File: src/rtl/bcd_time_counter.sv
// BCD time-of-day counter: 24 h internal hh:mm:ss advanced by a prescaled 1 s tick,
// with validated loads, a day-wrap pulse and a registered 12/24 h display stage.
module bcd_time_counter #(
  parameter int unsigned CLK_DIV    = 50_000_000,
  parameter logic [7:0]  RESET_HOUR = 8'h00
) (
  input  logic       clk,
  input  logic       rst_n,
  input  logic       en,
  input  logic       mode,
  input  logic       set_valid,
  input  logic [7:0] set_hour,
  input  logic [7:0] set_min,
  input  logic [7:0] set_sec,
  output logic       set_ack,
  output logic       set_err,
  output logic [7:0] hour_out,
  output logic       pm,
  output logic [7:0] min_out,
  output logic [7:0] sec_out,
  output logic       tick_1s,
  output logic       day_wrap
);

  localparam int unsigned   PW        = (CLK_DIV > 1) ? $clog2(CLK_DIV) : 1;
  localparam logic [PW-1:0] PRESC_MAX = PW'(CLK_DIV - 1);

  function automatic logic [7:0] bcd_inc(input logic [7:0] v);
    logic [7:0] r;
    if (v[3:0] == 4'd9) r = {v[7:4] + 4'd1, 4'd0};
    else                r = {v[7:4], v[3:0] + 4'd1};
    return r;
  endfunction

  function automatic logic nib_ok(input logic [7:0] v);
    return (v[7:4] <= 4'd9) && (v[3:0] <= 4'd9);
  endfunction

  // Goes through a binary hour so 22/23 come out as BCD 10/11 rather than 0A/0B.
  function automatic logic [7:0] to_12h(input logic [7:0] h);
    logic [4:0] dec;
    logic [7:0] r;
    dec = ({1'b0, h[7:4]} * 5'd10) + {1'b0, h[3:0]};
    if (dec == 5'd0)       dec = 5'd12;
    else if (dec > 5'd12)  dec = dec - 5'd12;
    if (dec >= 5'd10) r = {4'd1, 4'(dec - 5'd10)};
    else              r = {4'd0, dec[3:0]};
    return r;
  endfunction

  logic [PW-1:0] presc_q, presc_d;
  logic [7:0]    hour_q, hour_d;
  logic [7:0]    min_q, min_d;
  logic [7:0]    sec_q, sec_d;

  logic [7:0]    hour_out_q, hour_out_d;
  logic          pm_q, pm_d;
  logic [7:0]    min_out_q, min_out_d;
  logic [7:0]    sec_out_q, sec_out_d;
  logic          tick_q, tick_d;
  logic          wrap_q, wrap_d;
  logic          ack_q, ack_d;
  logic          err_q, err_d;

  logic          tick;
  logic          set_legal;

  always_comb begin
    tick      = en && (presc_q == PRESC_MAX);
    set_legal = nib_ok(set_hour) && nib_ok(set_min) && nib_ok(set_sec) &&
                (set_hour <= 8'h23) && (set_min <= 8'h59) && (set_sec <= 8'h59);

    presc_d = presc_q;
    hour_d  = hour_q;
    min_d   = min_q;
    sec_d   = sec_q;
    tick_d  = 1'b0;
    wrap_d  = 1'b0;
    ack_d   = 1'b0;
    err_d   = 1'b0;

    if (en) presc_d = tick ? '0 : presc_q + PW'(1);

    if (tick) begin
      tick_d = 1'b1;
      if (sec_q == 8'h59) begin
        sec_d = 8'h00;
        if (min_q == 8'h59) begin
          min_d = 8'h00;
          if (hour_q == 8'h23) begin
            hour_d = 8'h00;
            wrap_d = 1'b1;
          end else begin
            hour_d = bcd_inc(hour_q);
          end
        end else begin
          min_d = bcd_inc(min_q);
        end
      end else begin
        sec_d = bcd_inc(sec_q);
      end
    end

    // A legal load overrides any tick in the same cycle and restarts the second.
    if (set_valid) begin
      if (set_legal) begin
        hour_d  = set_hour;
        min_d   = set_min;
        sec_d   = set_sec;
        presc_d = '0;
        tick_d  = 1'b0;
        wrap_d  = 1'b0;
        ack_d   = 1'b1;
      end else begin
        err_d   = 1'b1;
      end
    end

    // Display registers take the next state so pulses and the new time line up.
    hour_out_d = mode ? to_12h(hour_d) : hour_d;
    pm_d       = (hour_d >= 8'h12);
    min_out_d  = min_d;
    sec_out_d  = sec_d;
  end

  always_ff @(posedge clk) begin
    if (!rst_n) begin
      presc_q    <= '0;
      hour_q     <= RESET_HOUR;
      min_q      <= 8'h00;
      sec_q      <= 8'h00;
      hour_out_q <= 8'h00;
      pm_q       <= 1'b0;
      min_out_q  <= 8'h00;
      sec_out_q  <= 8'h00;
      tick_q     <= 1'b0;
      wrap_q     <= 1'b0;
      ack_q      <= 1'b0;
      err_q      <= 1'b0;
    end else begin
      presc_q    <= presc_d;
      hour_q     <= hour_d;
      min_q      <= min_d;
      sec_q      <= sec_d;
      hour_out_q <= hour_out_d;
      pm_q       <= pm_d;
      min_out_q  <= min_out_d;
      sec_out_q  <= sec_out_d;
      tick_q     <= tick_d;
      wrap_q     <= wrap_d;
      ack_q      <= ack_d;
      err_q      <= err_d;
    end
  end

  assign hour_out = hour_out_q;
  assign pm       = pm_q;
  assign min_out  = min_out_q;
  assign sec_out  = sec_out_q;
  assign tick_1s  = tick_q;
  assign day_wrap = wrap_q;
  assign set_ack  = ack_q;
  assign set_err  = err_q;

endmodule

File: config.mk
export PLATFORM = sky130hd
export DESIGN_NAME = bcd_time_counter
export DESIGN_NICKNAME = d
export VERILOG_FILES = /design/src/rtl/bcd_time_counter.sv
export SDC_FILE = /design/constraint.sdc
export NUM_CORES = 1
export LEC_CHECK = 0
export ABC_AREA = 1
export BUFFER_PORTS_ARGS = -buffer_cell sky130_fd_sc_hd__clkbuf_2
export CELL_PAD_IN_SITES_DETAIL_PLACEMENT = 0
export CELL_PAD_IN_SITES_GLOBAL_PLACEMENT = 1
export CORE_AREA = 2 2 98 119
export CTS_BUF_LIST = sky130_fd_sc_hd__clkbuf_4 sky130_fd_sc_hd__clkbuf_8 sky130_fd_sc_hd__clkbuf_16
export CTS_CLUSTER_SIZE = 28
export DETAILED_ROUTE_END_ITERATION = 7
export DIE_AREA = 0 0 100 121
export PLACE_DENSITY_LB_ADDON = 0.1
export SYNTH_ARGS = -nofsm -noshare
export SYNTH_HDL_FRONTEND = slang
export SYNTH_SLANG_ARGS = --single-unit
File: constraint.sdc
create_clock -name clk -period 3.6 [get_ports clk]
set_input_delay 0.18 -clock clk [delete_from_list [all_inputs] [get_ports clk]]
set_output_delay 0.18 -clock clk [all_outputs]
set_load 0.03 [all_outputs]
== Yosys cells after proc, flatten, opt, wreduce, memory -nomap -nowiden ==
Cells that the tools add are included.

* Register bits after elaboration: 63
* Output and inout bits: 29
* Logic and storage cells: 88

* Add/subtract/negate cells: 10
* $mul: 1
* Order comparisons: 12
* Equal/unequal tests: 7
* Mux-type cells: 37
* Reductions and logical operators: 11

{| class="wikitable"
|+ Operators with widths
! kind !! number
|-
| two-way mux 8 bit || 19
|-
| two-way mux 26 bit || 4
|-
| adder 26 x 1 -> 26 bit, second input constant || 1
|-
| equality test 26 bit, second input constant || 1
|-
| adder 4 x 1 -> 4 bit, second input constant || 6
|-
| <= comparator 4 bit, second input constant || 6
|-
| equality test 8 x 7 -> 1 bit, second input constant || 2
|-
| <= comparator 8 x 7 -> 1 bit, second input constant || 2
|-
| two-way mux 5 bit || 3
|-
| equality test 4 bit, second input constant || 3
|-
| two-way mux 1 bit || 11
|-
| logical AND 1 bit || 9
|-
| equality test 8 x 6 -> 1 bit, second input constant || 1
|-
| greater-or-equal comparator 8 x 5 -> 1 bit, second input constant || 1
|-
| <= comparator 8 x 6 -> 1 bit, second input constant || 1
|-
| adder 5 x 4 -> 5 bit || 1
|-
| greater-or-equal comparator 5 x 4 -> 1 bit, second input constant || 1
|-
| > comparator 5 x 4 -> 1 bit, second input constant || 1
|-
| zero test 5 bit || 1
|-
| subtractor 5 x 4 -> 5 bit, second input constant || 1
|-
| multiplier 4 x 3 -> 4 bit, second input constant || 1
|-
| subtractor 4 bit, second input constant || 1
|-
| AND reduction 2 bit || 1
|}

== Longest topological paths before layout ==
* Word-level depth: 17
* Depth in mapped cells: 30
* Mapped depth without buffers: 30

== Worst setup path before layout ==
Ideal clock, no wire load.

* Kind: register to register
* Start point: register min_out[0] (netlist name)
* End point: register hour_out_q[1] (netlist: hour_out[1])
* Arrival: 3.732 ns
* Data required time: 3.491 ns
* Path slack: -0.241 ns
* Cell stages (with the launch flop): 28
* Path buffers: 0
* Clock period less this slack: 3.841 ns
* Path through: dfxtp_1 > ha_1 > nand3_1 > nor2_2 > nand2_1 > nor2_4 > nand3_1 > nand4_1 > o21ai_0 > ha_1 > ha_1 > a21oi_1 > nand2_1 > xor2_1 > inv_1 > nand2_4 > nand2_1 > nand2_1 > nand2_1 > nor2_1 > ha_1 > inv_1 > nand2_2 > nand3_2 > nand2_1 > nand3_1 > nand2_1 > inv_1

{| class="wikitable"
|+ RTL lines
! what !! line !! source
|-
| end signal, assigned || 145 || <nowiki>hour_out_q <= hour_out_d;</nowiki>
|-
| end, declared || 56 || <nowiki>logic [7:0] hour_out_q, hour_out_d;</nowiki>
|}

==> flow_summary.rst <==
.. list-table::
   :header-rows: 1

   * - Metric
     - Value
   * - Outcome
     - finished, final reports clean
   * - Worst path required time
     - roughly 3.8 ns
   * - Pwr per Cell Area
     - 280 nW/um^2
   * - Router iterations before antenna repair
     - 4
   * - Wire length of the first global-routing pass
     - 19300 um
   * - Portion of the post-synthesis area used by sequential elements
     - 31.9%
   * - Cell type with the highest occurrence count on the critical path
     - nand2_2
   * - Path type of the worst setup path
     - flip-flop to flip-flop
   * - Top-area cell type share of the netlist area
     - 31.9%
   * - I/O pin count
     - 58
   * - Maximum cell stage delay along the critical path
     - ~0.32 ns
   * - Rel. slew slack
     - 48.5%
   * - Part of the cycle the worst path needs
     - 98.8%
   * - Core Region
     - between 10000 and 15000 um^2
   * - Number of buffers inserted during clock tree synthesis
     - 9
   * - H-Tree Level Count
     - 3
   * - Post-DP Area
     - 5050 um^2
   * - Data arrival time of the critical path
     - 3.78 ns
   * - Sw Ratio
     - 21.4%
   * - Kind of start point of the critical path
     - flip-flop
   * - Internal power consumption
     - roughly 1.3 mW
   * - Y dimension of the die
     - ~120 um
   * - Most instantiated library cell after synthesis
     - nand2_1
   * - 1st-iter DRT viols
     - 89
   * - Number of hold buffers added after cts
     - 0
   * - Mapped cell area
     - 3950 um^2
   * - Die width
     - 100 um
   * - Tot GR Track Use
     - 20.1%
   * - Worst Hold Class
     - input port to flip-flop
   * - Count of pins over their slew limit
     - 0
   * - Maximum clock rate
     - 281 MHz
   * - N_diodes
     - 0
   * - Worst Hold Margin
     - 0.0622 ns
   * - Number of nets in the layout
     - 781
   * - Max IR drop VDD
     - around 0.18 mV
   * - Row count
     - between 40 and 50
   * - Post-synthesis cell type with the largest combined area
     - dfxtp_1
   * - Largest delay share family, worst path
     - simple AND/OR/NAND/NOR gates
   * - Final Routed Wirelength
     - 11500 um
   * - Area of all placed cells without fillers
     - roughly 6000 um^2
   * - Count of vias placed by the detailed router
     - 4192
   * - Sum of buffers and inverters on the critical path
     - 5
   * - # clock sinks
     - 63
   * - Maximum fanout encountered on the critical timing path
     - 4
   * - Slew at the pin closest to its max-slew limit
     - 0.770 ns
   * - Pin count of the biggest net entering global routing
     - 15
   * - RSZ-0062 raised after global routing
     - true
   * - Worst path slowest cell
     - dfxtp_2
   * - Routed len/inst
     - 13.3 um
   * - Synth Register Bits
     - 63
   * - Clock latency reported for the late side of the worst-skew pair
     - 0.33 ns
   * - CTS clk-pin slew, worst paths
     - 0.05 ns
   * - Floorplan die area
     - 12100 um^2
   * - Clock Tree Root
     - clkbuf_16
   * - Async set-or-reset flop fraction in the synthesized netlist
     - 0%
   * - Time the final worst path needs with I/O delays and setup
     - 3.56 ns
   * - Total global routing overflow
     - 0
   * - Number of warnings reported in the yosys synthesis log
     - 0
   * - Area used by sequential logic in the layout
     - ~1300 um^2
   * - Fraction of layout cells with a size suffix above 1
     - 41.5%
   * - Routed vias/inst
     - 4.84
   * - Setup total negative slack
     - 0 ns
   * - Capturing element type of the critical path
     - flip-flop
   * - Clock tree from TritonCTS
     - yes
   * - HPWL after DPL
     - 8950 um
   * - Commonest cells in the netlist
     - nand2_1, inv_1, nor2_1
   * - Number of distinct library cell variants in the gate-level netlist after synthesis
     - 48
   * - Post-synth net total
     - slightly above 600
   * - Leakage power
     - ~2.7 nW
   * - Sequential Power Share
     - 42.9%
   * - Skew final
     - 0.00753 ns
   * - Initial Util
     - 36.2%
   * - FILL cells
     - 1095
   * - Psw
     - 0.350 mW
   * - Input/output buffers
     - 57
   * - Mean instance size in the synthesized netlist
     - between 7 and 8 um^2
   * - Number of nets with antenna violations after routing
     - 0
   * - Total DRC errors in the routed layout
     - 0
   * - Count of final setup violators
     - 0
   * - Combinational power share
     - 5.2%
   * - Count of flip-flops with a built-in enable after synthesis
     - 0
   * - Top_reg_cell synth
     - dfxtp_1
   * - Power share of the clock group
     - 51.9%
   * - Main area contributors after synthesis
     - dfxtp_1, nand2_1, inv_1
   * - Number of maximum-capacitance violations
     - 0
   * - Layout overhead on the synthesized area
     - 47.8%
   * - Via count of the first global-routing pass
     - 4207
   * - Number of buffers on the longest clock path
     - 2
   * - Final count of hold timing violations
     - 0
   * - Number of antenna violations at the first check in global routing
     - 0
   * - Worst reg2reg setup slack
     - between 0.04 and 0.05 ns
   * - Synthesized netlist cell count
     - between 500 and 600
   * - Footprint of the multi-input gates
     - 2600 um^2
   * - Routability congestion estimate from global placement
     - ~0.84
power by group through the flow:
stage | clock network [mW] | registers (mW) | logic, mW
floorplan | 0 | 0.722 | 0.0328
global placement | 0 | 0.716 | 0.0806
detailed placement | 0 | 0.716 | 0.0814
CTS | 0.877 | 0.702 | 0.0838
global route | 0.908 | 0.701 | 0.0941
finish | 0.850 | 0.702 | 0.0845
layout by cell type (no fill, tap or decap), types with 3 or more instances in the layout:
cell       count
buf_4        112
nand2_1       96
nor2_1        67
inv_1         64
clkbuf_2      57
dfxtp_1       51
nand3_1       25
o21ai_0       19
nand4_1       18
inv_2         17
nand2_2       17
a21oi_1       16
nand3_2       12
nor3_1        12
ha_1          12
nor2_4        11
xor2_1        10
o21ai_1        9
clkbuf_16      9
dfxtp_2        8
nand3_4        6
nor2_2         6
nand2_4        6
ha_4           5
buf_6          5
a31oi_1        4
a211oi_1       4
o31ai_1        4
clkbuf_8       4
dfxtp_4        4
nor3_2         3
a21oi_2        3
o21ai_2        3
ha_2           3
final timing paths:
check                                 start     endpoint  depth (start not counted)
worst max register to register   sec_out[5]  hour_out[1]                         28
worst min-delay path             set_min[4]   min_out[4]                          3
worst min register to register  presc_q[11]  presc_q[11]                          2
worst max-delay path             sec_out[5]  hour_out[1]                         28
layer usage:
metal	GRT usage, %	vias to the layer above	wire length, um
li1	-	2175	-
met1	24.2	1948	5180
met2	35.1	53	5930
met3	3.86	16	260
met4	7.71	0	174
met5	0	-	0
cell families after synthesis:
logic type / count (synthesis) / share of synthesized area [%]
simple gates: 288 / 37.3
xor+xnor: 14 / 3.10
buf+inv: 93 / 9.02
fa+ha+maj: 21 / 6.84
flops: 63 / 31.9
compound gates: 76 / 11.9
sequential cells by signal, summed over array words and instances (netlist names):
name,flops
presc_q,26
hour_out,8
hour_q,8
min_out,8
sec_out,8
day_wrap,1
pm,1
set_ack,1
set_err,1
tick_1s,1
cell type report:
class	count	share of cell area (%)
multi-input combinational	399	44.4
timing repair buffer	174	20.2
inverter	84	5.42
sequential	63	22.0
clock buffer	15	5.05
tap	132	2.83
repair_timing:
| action | in CTS | in global routing |
|---|---|---|
| resized for setup | 39 | 29 |
| endpoints found under the setup margin | 4 | 5 |
| endpoints found under the hold margin | 0 | 0 |
| buffers inserted | 25 | 6 |
| gates cloned | 0 | 0 |
| pin swaps | 18 | 26 |
stage by stage:
| step | setup slack (ns) | total power, mW | util, % | instances |
|---|---|---|---|---|
| final | 0.0434 | 1.64 | 53.4 | 867 |
| after global routing | -0.190 | 1.70 | 53.4 | 867 |
| after CTS | 0.0103 | 1.66 | 51.9 | 863 |
| after detailed placement | -0.200 | 0.798 | 46.2 | 823 |
| after global placement | -0.0662 | 0.797 | 46.2 | 823 |
| after floorplan | 0.0164 | 0.755 | - | 555 |
worst register-to-register path: cells and delay by family (launching register included):
kind | cells | cell delay (ns)
XOR/XNOR | 1 | 0.18
buffers and inverters | 5 | 0.35
flip-flops | 1 | 0.32
AO/OA/AOI/OAI | 3 | 0.41
adder cells (fa/ha/maj) | 4 | 0.81
AND/OR/NAND/NOR | 15 | 1.36
(Power assumes the default switching activity.)
